File: src/rtl/cpu_pkg.sv
// Shared constants and the writeback-source encoding for the register-file write scheduler.
package cpu_pkg;

  localparam int unsigned REG_ADDR_W = 2;
  localparam int unsigned NUM_REGS   = 4;

  // Identifies which writeback source was granted last; used for round-robin fairness.
  typedef enum logic {
    SRC_ALU = 1'b0,
    SRC_MEM = 1'b1
  } wb_src_e;

endpackage

File: src/rtl/wb_rr_arbiter.sv
// Two-requester round-robin arbiter (ALU vs. load return) for the register-file write port.
// Grants are combinational; only the last-granted source is stored.
module wb_rr_arbiter
  import cpu_pkg::*;
(
  input  logic clk,
  input  logic rst,
  input  logic alu_req_i,
  input  logic mem_req_i,
  output logic alu_gnt_o,
  output logic mem_gnt_o
);

  wb_src_e rr_last_q, rr_last_d;

  // Grant the lone requester, or on a tie the source not granted last time.
  always_comb begin
    alu_gnt_o = alu_req_i && (!mem_req_i || (rr_last_q == SRC_MEM));
    mem_gnt_o = mem_req_i && !alu_gnt_o;
    rr_last_d = rr_last_q;
    if (alu_gnt_o) begin
      rr_last_d = SRC_ALU;
    end else if (mem_gnt_o) begin
      rr_last_d = SRC_MEM;
    end
  end

  // Reset to MEM so the ALU wins the first tie.
  always_ff @(posedge clk or posedge rst) begin
    if (rst) begin
      rr_last_q <= SRC_MEM;
    end else begin
      rr_last_q <= rr_last_d;
    end
  end

endmodule

File: src/rtl/regfile_wb_scheduler.sv
// Register-file writeback scheduler: arbitrates ALU and load writebacks onto the single
// registered write port, and keeps a pending-write scoreboard that stalls decode on
// RAW/WAW hazards (no bypass).
module regfile_wb_scheduler
  import cpu_pkg::*;
#(
  parameter int unsigned DATA_WIDTH = 8
) (
  input  logic                  clk,
  input  logic                  rst,
  input  logic                  alu_valid,
  input  logic [REG_ADDR_W-1:0] alu_dst,
  input  logic [DATA_WIDTH-1:0] alu_data,
  output logic                  alu_ready,
  input  logic                  mem_valid,
  input  logic [REG_ADDR_W-1:0] mem_dst,
  input  logic [DATA_WIDTH-1:0] mem_data,
  output logic                  mem_ready,
  input  logic                  iss_valid,
  input  logic                  iss_writes,
  input  logic [REG_ADDR_W-1:0] iss_dst,
  input  logic [REG_ADDR_W-1:0] iss_rs1,
  input  logic [REG_ADDR_W-1:0] iss_rs2,
  output logic                  iss_stall,
  output logic [REG_ADDR_W-1:0] rf_we,
  output logic                  rf_no_write,
  output logic [DATA_WIDTH-1:0] rf_write_data,
  output logic [NUM_REGS-1:0]   pending
);

  logic                  alu_gnt, mem_gnt;
  logic                  wr_accept;
  logic [REG_ADDR_W-1:0] wr_dst;
  logic [DATA_WIDTH-1:0] wr_data;

  logic                  rf_no_write_q, rf_no_write_d;
  logic [REG_ADDR_W-1:0] rf_we_q, rf_we_d;
  logic [DATA_WIDTH-1:0] rf_wdata_q, rf_wdata_d;
  logic [NUM_REGS-1:0]   pending_q, pending_d;
  logic                  issue_set;

  wb_rr_arbiter u_arb (
    .clk       (clk),
    .rst       (rst),
    .alu_req_i (alu_valid),
    .mem_req_i (mem_valid),
    .alu_gnt_o (alu_gnt),
    .mem_gnt_o (mem_gnt)
  );

  // Grant only goes to a valid requester, so ready doubles as the accept strobe.
  assign alu_ready = alu_gnt;
  assign mem_ready = mem_gnt;

  // Select the accepted writeback for the port register.
  always_comb begin
    wr_accept = alu_gnt || mem_gnt;
    wr_dst    = alu_dst;
    wr_data   = alu_data;
    if (mem_gnt) begin
      wr_dst  = mem_dst;
      wr_data = mem_data;
    end
  end

  // Write-port next state: drive the accepted write, otherwise suppress and hold addr/data.
  always_comb begin
    rf_no_write_d = 1'b1;
    rf_we_d       = rf_we_q;
    rf_wdata_d    = rf_wdata_q;
    if (wr_accept) begin
      rf_no_write_d = 1'b0;
      rf_we_d       = wr_dst;
      rf_wdata_d    = wr_data;
    end
  end

  // Stall on RAW for either source or WAW on the destination; no forwarding path exists.
  always_comb begin
    iss_stall = iss_valid &&
                (pending_q[iss_rs1] || pending_q[iss_rs2] || (iss_writes && pending_q[iss_dst]));
  end

  assign issue_set = iss_valid && iss_writes && !iss_stall;

  // Scoreboard: clear on the edge that commits the port write, then set so a same-edge
  // issue to that register keeps it pending.
  always_comb begin
    pending_d = pending_q;
    if (!rf_no_write_q) begin
      pending_d[rf_we_q] = 1'b0;
    end
    if (issue_set) begin
      pending_d[iss_dst] = 1'b1;
    end
  end

  // State registers; reset drops any in-flight write immediately.
  always_ff @(posedge clk or posedge rst) begin
    if (rst) begin
      rf_no_write_q <= 1'b1;
      rf_we_q       <= '0;
      rf_wdata_q    <= '0;
      pending_q     <= '0;
    end else begin
      rf_no_write_q <= rf_no_write_d;
      rf_we_q       <= rf_we_d;
      rf_wdata_q    <= rf_wdata_d;
      pending_q     <= pending_d;
    end
  end

  assign rf_no_write   = rf_no_write_q;
  assign rf_we         = rf_we_q;
  assign rf_write_data = rf_wdata_q;
  assign pending       = pending_q;

endmodule
File: config.mk
export PLATFORM = sky130hd
export DESIGN_NAME = regfile_wb_scheduler
export DESIGN_NICKNAME = d
export VERILOG_FILES = /design/src/rtl/cpu_pkg.sv /design/src/rtl/wb_rr_arbiter.sv /design/src/rtl/regfile_wb_scheduler.sv
export SDC_FILE = /design/constraint.sdc
export NUM_CORES = 1
export LEC_CHECK = 0
export ABC_AREA = 1
export CORE_MARGIN = 5
export CORE_UTILIZATION = 34
export CTS_CLUSTER_DIAMETER = 120
export DETAILED_ROUTE_END_ITERATION = 7
export GPL_ROUTABILITY_DRIVEN = 0
export PLACE_DENSITY = 0.74
export SYNTH_ARGS = -nofsm -noshare
export SYNTH_HDL_FRONTEND = slang
export SYNTH_SLANG_ARGS = --single-unit
File: constraint.sdc
create_clock -name clk -period 1.1 [get_ports clk]
set_input_delay 0.22 -clock clk [delete_from_list [all_inputs] [get_ports clk]]
set_output_delay 0.22 -clock clk [all_outputs]
set_load 0.1 [all_outputs]
==> results of run 1 <==
==> synth_stat cells <==
cell type and n:
sky130_fd_sc_hd__nand2_1 46, sky130_fd_sc_hd__or2_2 1, sky130_fd_sc_hd__a21boi_1 1, sky130_fd_sc_hd__nand4_1 4, sky130_fd_sc_hd__dfrtp_1 14, sky130_fd_sc_hd__dfstp_2 2, sky130_fd_sc_hd__nor2_1 15, sky130_fd_sc_hd__o21ai_2 1
sky130_fd_sc_hd__inv_2 3, sky130_fd_sc_hd__o21ai_0 4, sky130_fd_sc_hd__nand3b_1 2, sky130_fd_sc_hd__nand2_2 2, sky130_fd_sc_hd__inv_1 14, sky130_fd_sc_hd__a21oi_2 1, sky130_fd_sc_hd__a31oi_1 9, sky130_fd_sc_hd__nor2_2 1
sky130_fd_sc_hd__nand3_1 2, sky130_fd_sc_hd__buf_6 3, sky130_fd_sc_hd__a31oi_2 1
==> registers in the layout, summed over array words and instances (netlist names) <==
| signal | cells |
|---|---|
| rf_no_write | 1 |
| rf_write_data | 8 |
| u_arb.rr_last_q | 1 |
| pending | 4 |
| rf_we | 2 |
==> what timing repair did <==
item / in CTS / in global routing
buffers inserted: 5 / 3
gates cloned: 0 / 2
endpoints found under the hold margin: 0 / 0
resized for setup: 13 / 15
endpoints found under the setup margin: 32 / 32
pin swaps: 3 / 12
==> cells by family (layout without fill, tap and decap cells) <==
| logic type | count (synthesis) | after routing | synth area share |
|---|---|---|---|
| flip-flops | 16 | 16 | 0.439 |
| buffers and inverters | 20 | 90 | 0.106 |
| AO/OA/AOI/OAI | 17 | 17 | 0.124 |
| AND/OR/NAND/NOR | 73 | 73 | 0.331 |
==> power by group <==
part           total, mW  leakage, nW  switching, mW  internal (mW)
clock              0.406       0.0210          0.204          0.202
sequential         0.824        0.173          0.109          0.715
combinational       1.93        0.729           1.15          0.785
==> cell type report <==
cell class                      count  area (um2)
Timing Repair Buffer               69         918
Tap cell                           30        37.5
Clock buffer                        4        36.3
Inverter                           17        75.1
Multi-Input combinational cell     90         483
Sequential cell                    16         430
Fill cell                         166         542
==> layer usage <==
layer,share of wire,up-vias,track usage,routed length (um)
li1,-,541,-,-
met1,0.36,537,0.197,1280
met2,0.50,61,0.303,1800
met3,0.11,11,0.0661,396
met4,0.024,0,0.0727,87
met5,0,-,0,0
==> cell usage in the layout (no fill, tap or decap), types with 5 or more instances in the layout <==
cell type	n
sky130_fd_sc_hd__inv_1	9
sky130_fd_sc_hd__inv_2	5
sky130_fd_sc_hd__nand2_2	5
sky130_fd_sc_hd__clkdlybuf4s50_1	28
sky130_fd_sc_hd__a31oi_1	9
sky130_fd_sc_hd__buf_6	10
sky130_fd_sc_hd__dfrtp_2	10
sky130_fd_sc_hd__nor2_1	15
sky130_fd_sc_hd__buf_12	20
sky130_fd_sc_hd__nand2_1	42
sky130_fd_sc_hd__buf_4	6
==> final timing paths <==
| path | from | to | slack, ps | cells past startpoint |
|---|---|---|---|---|
| min in group clk | alu_valid | u_arb.rr_last_q | 350 | 4 |
| min reg2reg | u_arb.rr_last_q | u_arb.rr_last_q | 570 | 2 |
| max reg2reg | u_arb.rr_last_q | rf_write_data[4] | -220 | 6 |
| max in group asynchronous | rst | rf_no_write | 660 | 3 |
| min | rst | pending[0] | 230 | 3 |
| max | pending[0] | iss_stall | -610 | 8 |
==> critical path: cells and delay by family (launching register included) <==
kind                   cells  cell delay, ps
and+or+nand+nor            5             280
buffers and inverters      2             290
AOI/OAI and AO/OA          1             170
DFF                        1             450
==> impl_results.html, run 1 <==
<table>
<tr><th>Metric</th><th>Value</th></tr>
<tr><th colspan="2">Run status</th></tr>
<tr><td>Run status</td><td>finished, violations left</td></tr>
<tr><td>Violations in the final reports</td><td>setup timing</td></tr>
<tr><th colspan="2">Yosys</th></tr>
<tr><td>Leading cell types by total area after synthesis</td><td>sky130_fd_sc_hd__dfrtp_1, sky130_fd_sc_hd__nand2_1, sky130_fd_sc_hd__a31oi_1, sky130_fd_sc_hd__nor2_1, sky130_fd_sc_hd__dfstp_2</td></tr>
<tr><td>Portion of the post-synthesis area used by sequential elements</td><td>0.439</td></tr>
<tr><td>Largest area contributor in the netlist</td><td>sky130_fd_sc_hd__dfrtp_1</td></tr>
<tr><td>Instance count of the mapped netlist</td><td>126</td></tr>
<tr><td>Yosys synthesis warning count</td><td>0</td></tr>
<tr><td>Net count of the mapped netlist</td><td>158</td></tr>
<tr><td>Post-synth cell types</td><td>19</td></tr>
<tr><td>Flip-flop and latch count after synthesis</td><td>16</td></tr>
<tr><td>Top-area cell type share of the netlist area</td><td>0.381</td></tr>
<tr><td>Mean cell area of the mapped netlist</td><td>7.29 um2</td></tr>
<tr><td>Area of the mapped netlist</td><td>918 um2</td></tr>
<tr><th colspan="2">Route</th></tr>
<tr><td>Vias per std cell</td><td>5.09</td></tr>
<tr><td>DRC violation count after routing</td><td>0</td></tr>
<tr><td>Routed vias</td><td>1150</td></tr>
<tr><td>Number of detailed-routing iterations run before antenna repair</td><td>4</td></tr>
<tr><td>Post-route antenna net violation count</td><td>0</td></tr>
<tr><td>Wire length after detailed routing</td><td>3.56 mm</td></tr>
<tr><td>Number of design-rule violations left by the first detailed-router iteration</td><td>60</td></tr>
<tr><td>Avg WL per Cell</td><td>15.7 um</td></tr>
<tr><th colspan="2">STA</th></tr>
<tr><td>Part of the cycle the worst path needs</td><td>1.55</td></tr>
<tr><td>Final setup margin</td><td>-610 ps</td></tr>
<tr><td>Post-route setup TNS</td><td>-5340 ps</td></tr>
<tr><td>Maximum operating frequency</td><td>585 MHz</td></tr>
<tr><td>Worst clock skew</td><td>4.04 ps</td></tr>
<tr><td>RSZ-0062 raised after global routing</td><td>true</td></tr>
<tr><td>Min cycle time layout</td><td>1710 ps</td></tr>
<tr><td>Remaining max-slew budget at the tightest pin</td><td>0.846</td></tr>
<tr><td>Number of failing hold endpoints at the final stage</td><td>0</td></tr>
<tr><td>Max-slew violations</td><td>0</td></tr>
<tr><td>Post-Route Hold Slack</td><td>226 ps</td></tr>
<tr><td>Transition time at the pin with the least slew margin</td><td>230 ps</td></tr>
<tr><td>Count of endpoints failing setup in the final report</td><td>33</td></tr>
<tr><th colspan="2">Finish</th></tr>
<tr><td>Signed area change from the synthesized netlist to the final layout</td><td>116%</td></tr>
<tr><td>Final std cell area, no fill</td><td>1980 um2</td></tr>
<tr><td>Layout cell share with drive strength beyond 1</td><td>0.408</td></tr>
<tr><td>Number of antenna diodes</td><td>0</td></tr>
<tr><td>Number of standard cells in the layout, taps in and fillers out</td><td>226</td></tr>
<tr><td>Final net count</td><td>229</td></tr>
<tr><td>Post-layout utilization of the core</td><td>0.785</td></tr>
<tr><th colspan="2">Clock network</th></tr>
<tr><td>CTS Hold Buffers Added</td><td>0</td></tr>
<tr><td>Number of sinks on the clock net</td><td>16</td></tr>
<tr><td>Clock-pin transition on the worst setup and hold timing paths</td><td>100 ps</td></tr>
<tr><td>Clock tree from TritonCTS</td><td>built</td></tr>
<tr><td>Max H-tree Level</td><td>1</td></tr>
<tr><td>Root buffer cell</td><td>sky130_fd_sc_hd__clkbuf_4</td></tr>
<tr><td>Clk buf depth</td><td>2</td></tr>
<tr><td>Skew-Pair Late Insertion Delay</td><td>300 ps</td></tr>
<tr><td>Total clock buffers created by CTS</td><td>3</td></tr>
<tr><th colspan="2">GRT</th></tr>
<tr><td>Total GRT Usage</td><td>0.177</td></tr>
<tr><td>Largest net degree at the start of global routing</td><td>22</td></tr>
<tr><td>Wire length of the first global-routing pass</td><td>5.05 mm</td></tr>
<tr><td>Total congestion overflow</td><td>0</td></tr>
<tr><td>Number of global-route vias before repair</td><td>1194</td></tr>
<tr><td>Antenna violations before repair</td><td>0</td></tr>
<tr><th colspan="2">Place</th></tr>
<tr><td>Worst slack, placed</td><td>-601 ps</td></tr>
<tr><td>Placed Cells</td><td>215</td></tr>
<tr><td>Post-DP HPWL</td><td>2.38 mm</td></tr>
<tr><td>Port buffer count</td><td>49</td></tr>
<tr><td>Placed inst area</td><td>1770 um2</td></tr>
<tr><th colspan="2">Worst setup path</th></tr>
<tr><td>Worst Path Class, Setup</td><td>flop to output port</td></tr>
<tr><td>Slowest cell on the critical path</td><td>sky130_fd_sc_hd__dfrtp_4</td></tr>
<tr><td>List of cells traversed by the critical path</td><td>buf_6, nand2_2, nand2_1, nand2_1, nand2_1, nand2_2, a21boi_4, buf_12</td></tr>
<tr><td>Worst-path fanout max</td><td>3</td></tr>
<tr><td>Kind of start point of the critical path</td><td>flop</td></tr>
<tr><td>Most numerous cell on the critical path</td><td>sky130_fd_sc_hd__nand2_1</td></tr>
<tr><td>Stage delay of the slowest cell on the critical path</td><td>450 ps</td></tr>
<tr><td>Crit. End Element</td><td>output port</td></tr>
<tr><td>Required time of the critical path</td><td>880 ps</td></tr>
<tr><td>CP Data Arrival Time</td><td>1490 ps</td></tr>
<tr><th colspan="2">Power and ir drop</th></tr>
<tr><td>Worst IR drop on VDD</td><td>1150 uV</td></tr>
<tr><td>Static Leak</td><td>0.923 nW</td></tr>
<tr><td>Cell Pwr Density</td><td>1600 nW/um2</td></tr>
<tr><td>PnR Total Power</td><td>3.16 mW</td></tr>
<tr><th colspan="2">Floorplan</th></tr>
<tr><td>Horizontal die dimension</td><td>62.0 um</td></tr>
<tr><td>FP Rows</td><td>18</td></tr>
<tr><td>Starting density of the core</td><td>0.364</td></tr>
<tr><td>I/O pin cnt</td><td>50</td></tr>
<tr><td>Die ar.</td><td>3840 um2</td></tr>
<tr><td>Die Ht</td><td>62.0 um</td></tr>
<tr><td>Placeable core area</td><td>2520 um2</td></tr>
<tr><th colspan="2">Job</th></tr>
<tr><td>Max-cap violation count</td><td>0</td></tr>
<tr><th colspan="2">Hold path</th></tr>
<tr><td>Hold WC Path Type</td><td>input pin to async pin</td></tr>
</table>
(Power assumes the default switching activity.)
==> run 2, diff against run 1 <==
--- a/config.mk
+++ b/config.mk
@@ -8,7 +8,7 @@
 export ABC_AREA = 1
 export CORE_MARGIN = 5
 export CORE_UTILIZATION = 34
-export CTS_CLUSTER_DIAMETER = 120
+export CTS_BUF_LIST = sky130_fd_sc_hd__clkbuf_8 sky130_fd_sc_hd__clkbuf_16
 export DETAILED_ROUTE_END_ITERATION = 7
 export GPL_ROUTABILITY_DRIVEN = 0
 export PLACE_DENSITY = 0.74
==> impl_results.html, run 2 (synthesized netlist as in run 1, its figures left out) <==
<table>
<tr><th>Metric</th><th>Value</th></tr>
<tr><th colspan="2">Clock network</th></tr>
<tr><td>Root buffer cell</td><td>sky130_fd_sc_hd__clkbuf_8</td></tr>
<tr><td>Clock-pin transition on the worst setup and hold timing paths</td><td>70 ps (-30 ps)</td></tr>
<tr><td>Total clock buffers created by CTS</td><td>3 (unchanged)</td></tr>
<tr><td>Number of sinks on the clock net</td><td>16 (unchanged)</td></tr>
<tr><td>Skew-Pair Late Insertion Delay</td><td>260 ps (-40 ps)</td></tr>
<tr><td>Max H-tree Level</td><td>1 (unchanged)</td></tr>
<tr><td>Clk buf depth</td><td>2 (unchanged)</td></tr>
<tr><td>CTS Hold Buffers Added</td><td>0 (unchanged)</td></tr>
<tr><td>Clock tree from TritonCTS</td><td>built</td></tr>
<tr><th colspan="2">GRT</th></tr>
<tr><td>Antenna violations before repair</td><td>0 (unchanged)</td></tr>
<tr><td>Largest net degree at the start of global routing</td><td>17 (-23%)</td></tr>
<tr><td>Number of global-route vias before repair</td><td>1307 (+9.5%)</td></tr>
<tr><td>Wire length of the first global-routing pass</td><td>6.40 mm (+27%)</td></tr>
<tr><td>Total congestion overflow</td><td>0 (unchanged)</td></tr>
<tr><td>Total GRT Usage</td><td>0.232 (+0.0547)</td></tr>
<tr><th colspan="2">Worst setup path</th></tr>
<tr><td>Worst Path Class, Setup</td><td>flop to output port</td></tr>
<tr><td>Slowest cell on the critical path</td><td>sky130_fd_sc_hd__dfrtp_4</td></tr>
<tr><td>Worst-path fanout max</td><td>3 (unchanged)</td></tr>
<tr><td>Crit. End Element</td><td>output port</td></tr>
<tr><td>Crit Reg-Reg Endpoint</td><td>rf_write_data[0]</td></tr>
<tr><td>CP Data Arrival Time</td><td>1450 ps (-40 ps)</td></tr>
<tr><td>Reg-to-reg setup timing slack</td><td>-340 ps (-120 ps)</td></tr>
<tr><td>Logic depth of the worst register-to-register path</td><td>6 (unchanged)</td></tr>
<tr><td>List of cells traversed by the critical path</td><td>inv_1, nand2_1, nand3_2, nand2_2, nor2_4, a21boi_4, buf_12</td></tr>
<tr><td>Kind of start point of the critical path</td><td>flop</td></tr>
<tr><td>Worst reg2reg path startpoint</td><td>u_arb.rr_last_q</td></tr>
<tr><td>Crit path launch</td><td>pending[2]</td></tr>
<tr><td>Stage delay of the slowest cell on the critical path</td><td>490 ps (+40 ps)</td></tr>
<tr><td>Critical path capture point</td><td>iss_stall</td></tr>
<tr><td>Required time of the critical path</td><td>880 ps (about the same)</td></tr>
<tr><th colspan="2">Floorplan</th></tr>
<tr><td>FP Rows</td><td>18 (unchanged)</td></tr>
<tr><td>Horizontal die dimension</td><td>62.0 um (unchanged)</td></tr>
<tr><td>I/O pin cnt</td><td>50 (unchanged)</td></tr>
<tr><td>Die Ht</td><td>62.0 um (unchanged)</td></tr>
<tr><td>Placeable core area</td><td>2520 um2 (unchanged)</td></tr>
<tr><td>Die ar.</td><td>3840 um2 (unchanged)</td></tr>
<tr><td>Starting density of the core</td><td>0.364 (unchanged)</td></tr>
<tr><th colspan="2">Place</th></tr>
<tr><td>Post-DP HPWL</td><td>2.38 mm (unchanged)</td></tr>
<tr><td>Worst slack, placed</td><td>-601 ps (unchanged)</td></tr>
<tr><td>Port buffer count</td><td>49 (unchanged)</td></tr>
<tr><td>Placed Cells</td><td>215 (unchanged)</td></tr>
<tr><td>Placed inst area</td><td>1770 um2 (unchanged)</td></tr>
<tr><th colspan="2">Route</th></tr>
<tr><td>DRC violation count after routing</td><td>0 (unchanged)</td></tr>
<tr><td>Number of detailed-routing iterations run before antenna repair</td><td>4 (unchanged)</td></tr>
<tr><td>Vias per std cell</td><td>5.45 (+7.1%)</td></tr>
<tr><td>Post-route antenna net violation count</td><td>0 (unchanged)</td></tr>
<tr><td>Routed vias</td><td>1281 (+11%)</td></tr>
<tr><td>Wire length after detailed routing</td><td>4.86 mm (+36%)</td></tr>
<tr><td>Avg WL per Cell</td><td>20.7 um (+31%)</td></tr>
<tr><td>Number of design-rule violations left by the first detailed-router iteration</td><td>77 (+28%)</td></tr>
<tr><th colspan="2">Finish</th></tr>
<tr><td>Number of antenna diodes</td><td>0 (unchanged)</td></tr>
<tr><td>Final std cell area, no fill</td><td>2230 um2 (+13%)</td></tr>
<tr><td>Layout cell share with drive strength beyond 1</td><td>0.566 (+0.158)</td></tr>
<tr><td>Max reg flops</td><td>8 (unchanged)</td></tr>
<tr><td>Final net count</td><td>238 (+3.9%)</td></tr>
<tr><td>Signed area change from the synthesized netlist to the final layout</td><td>143%</td></tr>
<tr><td>Commonest non-fill, non-tap cells in the layout</td><td>sky130_fd_sc_hd__clkdlybuf4s50_1, sky130_fd_sc_hd__nand2_1, sky130_fd_sc_hd__buf_12</td></tr>
<tr><td>Number of standard cells in the layout, taps in and fillers out</td><td>235 (+4.0%)</td></tr>
<tr><td>Most common library cell in the layout ignoring fill and taps</td><td>sky130_fd_sc_hd__clkdlybuf4s50_1</td></tr>
<tr><th colspan="2">Power and ir drop</th></tr>
<tr><td>Proportion of power drawn by combinational gates</td><td>0.609 (-0.002)</td></tr>
<tr><td>Worst IR drop on VDD</td><td>1310 uV (+14%)</td></tr>
<tr><td>Switching Power</td><td>1.63 mW (+12%)</td></tr>
<tr><td>Proportion of power drawn by the clock network</td><td>0.155 (+0.027)</td></tr>
<tr><td>Net Sw Frac</td><td>0.458 (-0.00389)</td></tr>
<tr><td>Internal power</td><td>1.93 mW (+13%)</td></tr>
<tr><td>Cell Pwr Density</td><td>1600 nW/um2 (about the same)</td></tr>
<tr><td>Static Leak</td><td>1.02 nW (+11%)</td></tr>
<tr><td>Power share of the sequential group</td><td>0.237 (-0.024)</td></tr>
<tr><td>PnR Total Power</td><td>3.56 mW (+13%)</td></tr>
<tr><th colspan="2">STA</th></tr>
<tr><td>Transition time at the pin with the least slew margin</td><td>247 ps (+17.1 ps)</td></tr>
<tr><td>Post-Route Hold Slack</td><td>310 ps (+84.2 ps)</td></tr>
<tr><td>Maximum operating frequency</td><td>600 MHz (+2.6%)</td></tr>
<tr><td>Count of endpoints failing setup in the final report</td><td>25 (-24%)</td></tr>
<tr><td>RSZ-0062 raised after global routing</td><td>true</td></tr>
<tr><td>Remaining max-slew budget at the tightest pin</td><td>0.834 (-0.0129)</td></tr>
<tr><td>Part of the cycle the worst path needs</td><td>1.51 (-0.0399)</td></tr>
<tr><td>Worst clock skew</td><td>3.50 ps (-0.532 ps)</td></tr>
<tr><td>Min cycle time layout</td><td>1670 ps (-43.8 ps)</td></tr>
<tr><td>Final setup margin</td><td>-566 ps (+43.8 ps)</td></tr>
<tr><td>Max-slew violations</td><td>0 (unchanged)</td></tr>
<tr><td>Number of failing hold endpoints at the final stage</td><td>0 (unchanged)</td></tr>
<tr><th colspan="2">Run status</th></tr>
<tr><td>Violations in the final reports</td><td>setup timing</td></tr>
<tr><td>Run status</td><td>finished, violations left</td></tr>
<tr><th colspan="2">Hold path</th></tr>
<tr><td>Hold WC Path Type</td><td>input pin to async pin</td></tr>
<tr><th colspan="2">Job</th></tr>
<tr><td>Max-cap violation count</td><td>0 (unchanged)</td></tr>
</table>
-- run 2: timing repair --
item	CTS	global route
hold endpoints to repair	0	0
pin swaps	7	19
setup buffers	7	9
gates resized for setup	28	42
gates cloned	2	1
setup endpoints to repair	24	30
-- run 2: per-stage QoR --
| stage | util | setup TNS [ps] |
|---|---|---|
| CTS | 0.797 | -4780 |
| global route | 0.884 | -6640 |
| finish | 0.884 | -5630 |
| floorplan | - | -1860 |
| detailed placement | 0.703 | -7770 |
| global placement | 0.703 | -6980 |
-- run 2: worst min-delay path by stage --
| stage | start | end | slack (ps) | depth (start not counted) |
|---|---|---|---|---|
| floorplan | rst | pending[0] | 130 | 1 |
| global placement | u_arb.rr_last_q | u_arb.rr_last_q | 520 | 2 |
| detailed placement | u_arb.rr_last_q | u_arb.rr_last_q | 550 | 2 |
| CTS | rst | pending[0] | 290 | 3 |
| global route | rst | rf_write_data[7] | 310 | 3 |
| finish | rst | rf_write_data[7] | 310 | 3 |
-- run 2: worst max-delay path, delay by kind of cell, from the launching register on --
| kind | cells | cell delay [ps] |
|---|---|---|
| flops | 1 | 490 |
| simple gates | 4 | 360 |
| buf+inv | 2 | 250 |
| compound gates | 1 | 70 |
-- run 2: metal layers --
layer  vias up  part of all wire  global-route usage
met5         -                 0                   0
met4         0             0.049               0.106
met3        19             0.083              0.0620
met2        88              0.51               0.428
met1       610              0.36               0.242
li1        564                 -                   -
-- run 2: cell type report --
cell class / count / area, um2
repair buffers: 77 / 1020
fillers: 105 / 292
inverters: 17 / 82.6
flip-flops and latches: 16 / 430
clock buffers: 4 / 55.1
multi-input cells: 90 / 592
well taps: 30 / 37.5
repair inverters: 1 / 11.3
-- run 2: power by group through the flow --
stage,Clock [mW],Combinational [mW],Sequential (mW)
after floorplan,0,0.389,1.43
after global placement,0,1.75,0.821
after detailed placement,0,1.78,0.828
after CTS,0.541,1.92,0.824
after global routing,0.582,2.24,0.849
final,0.552,2.17,0.842
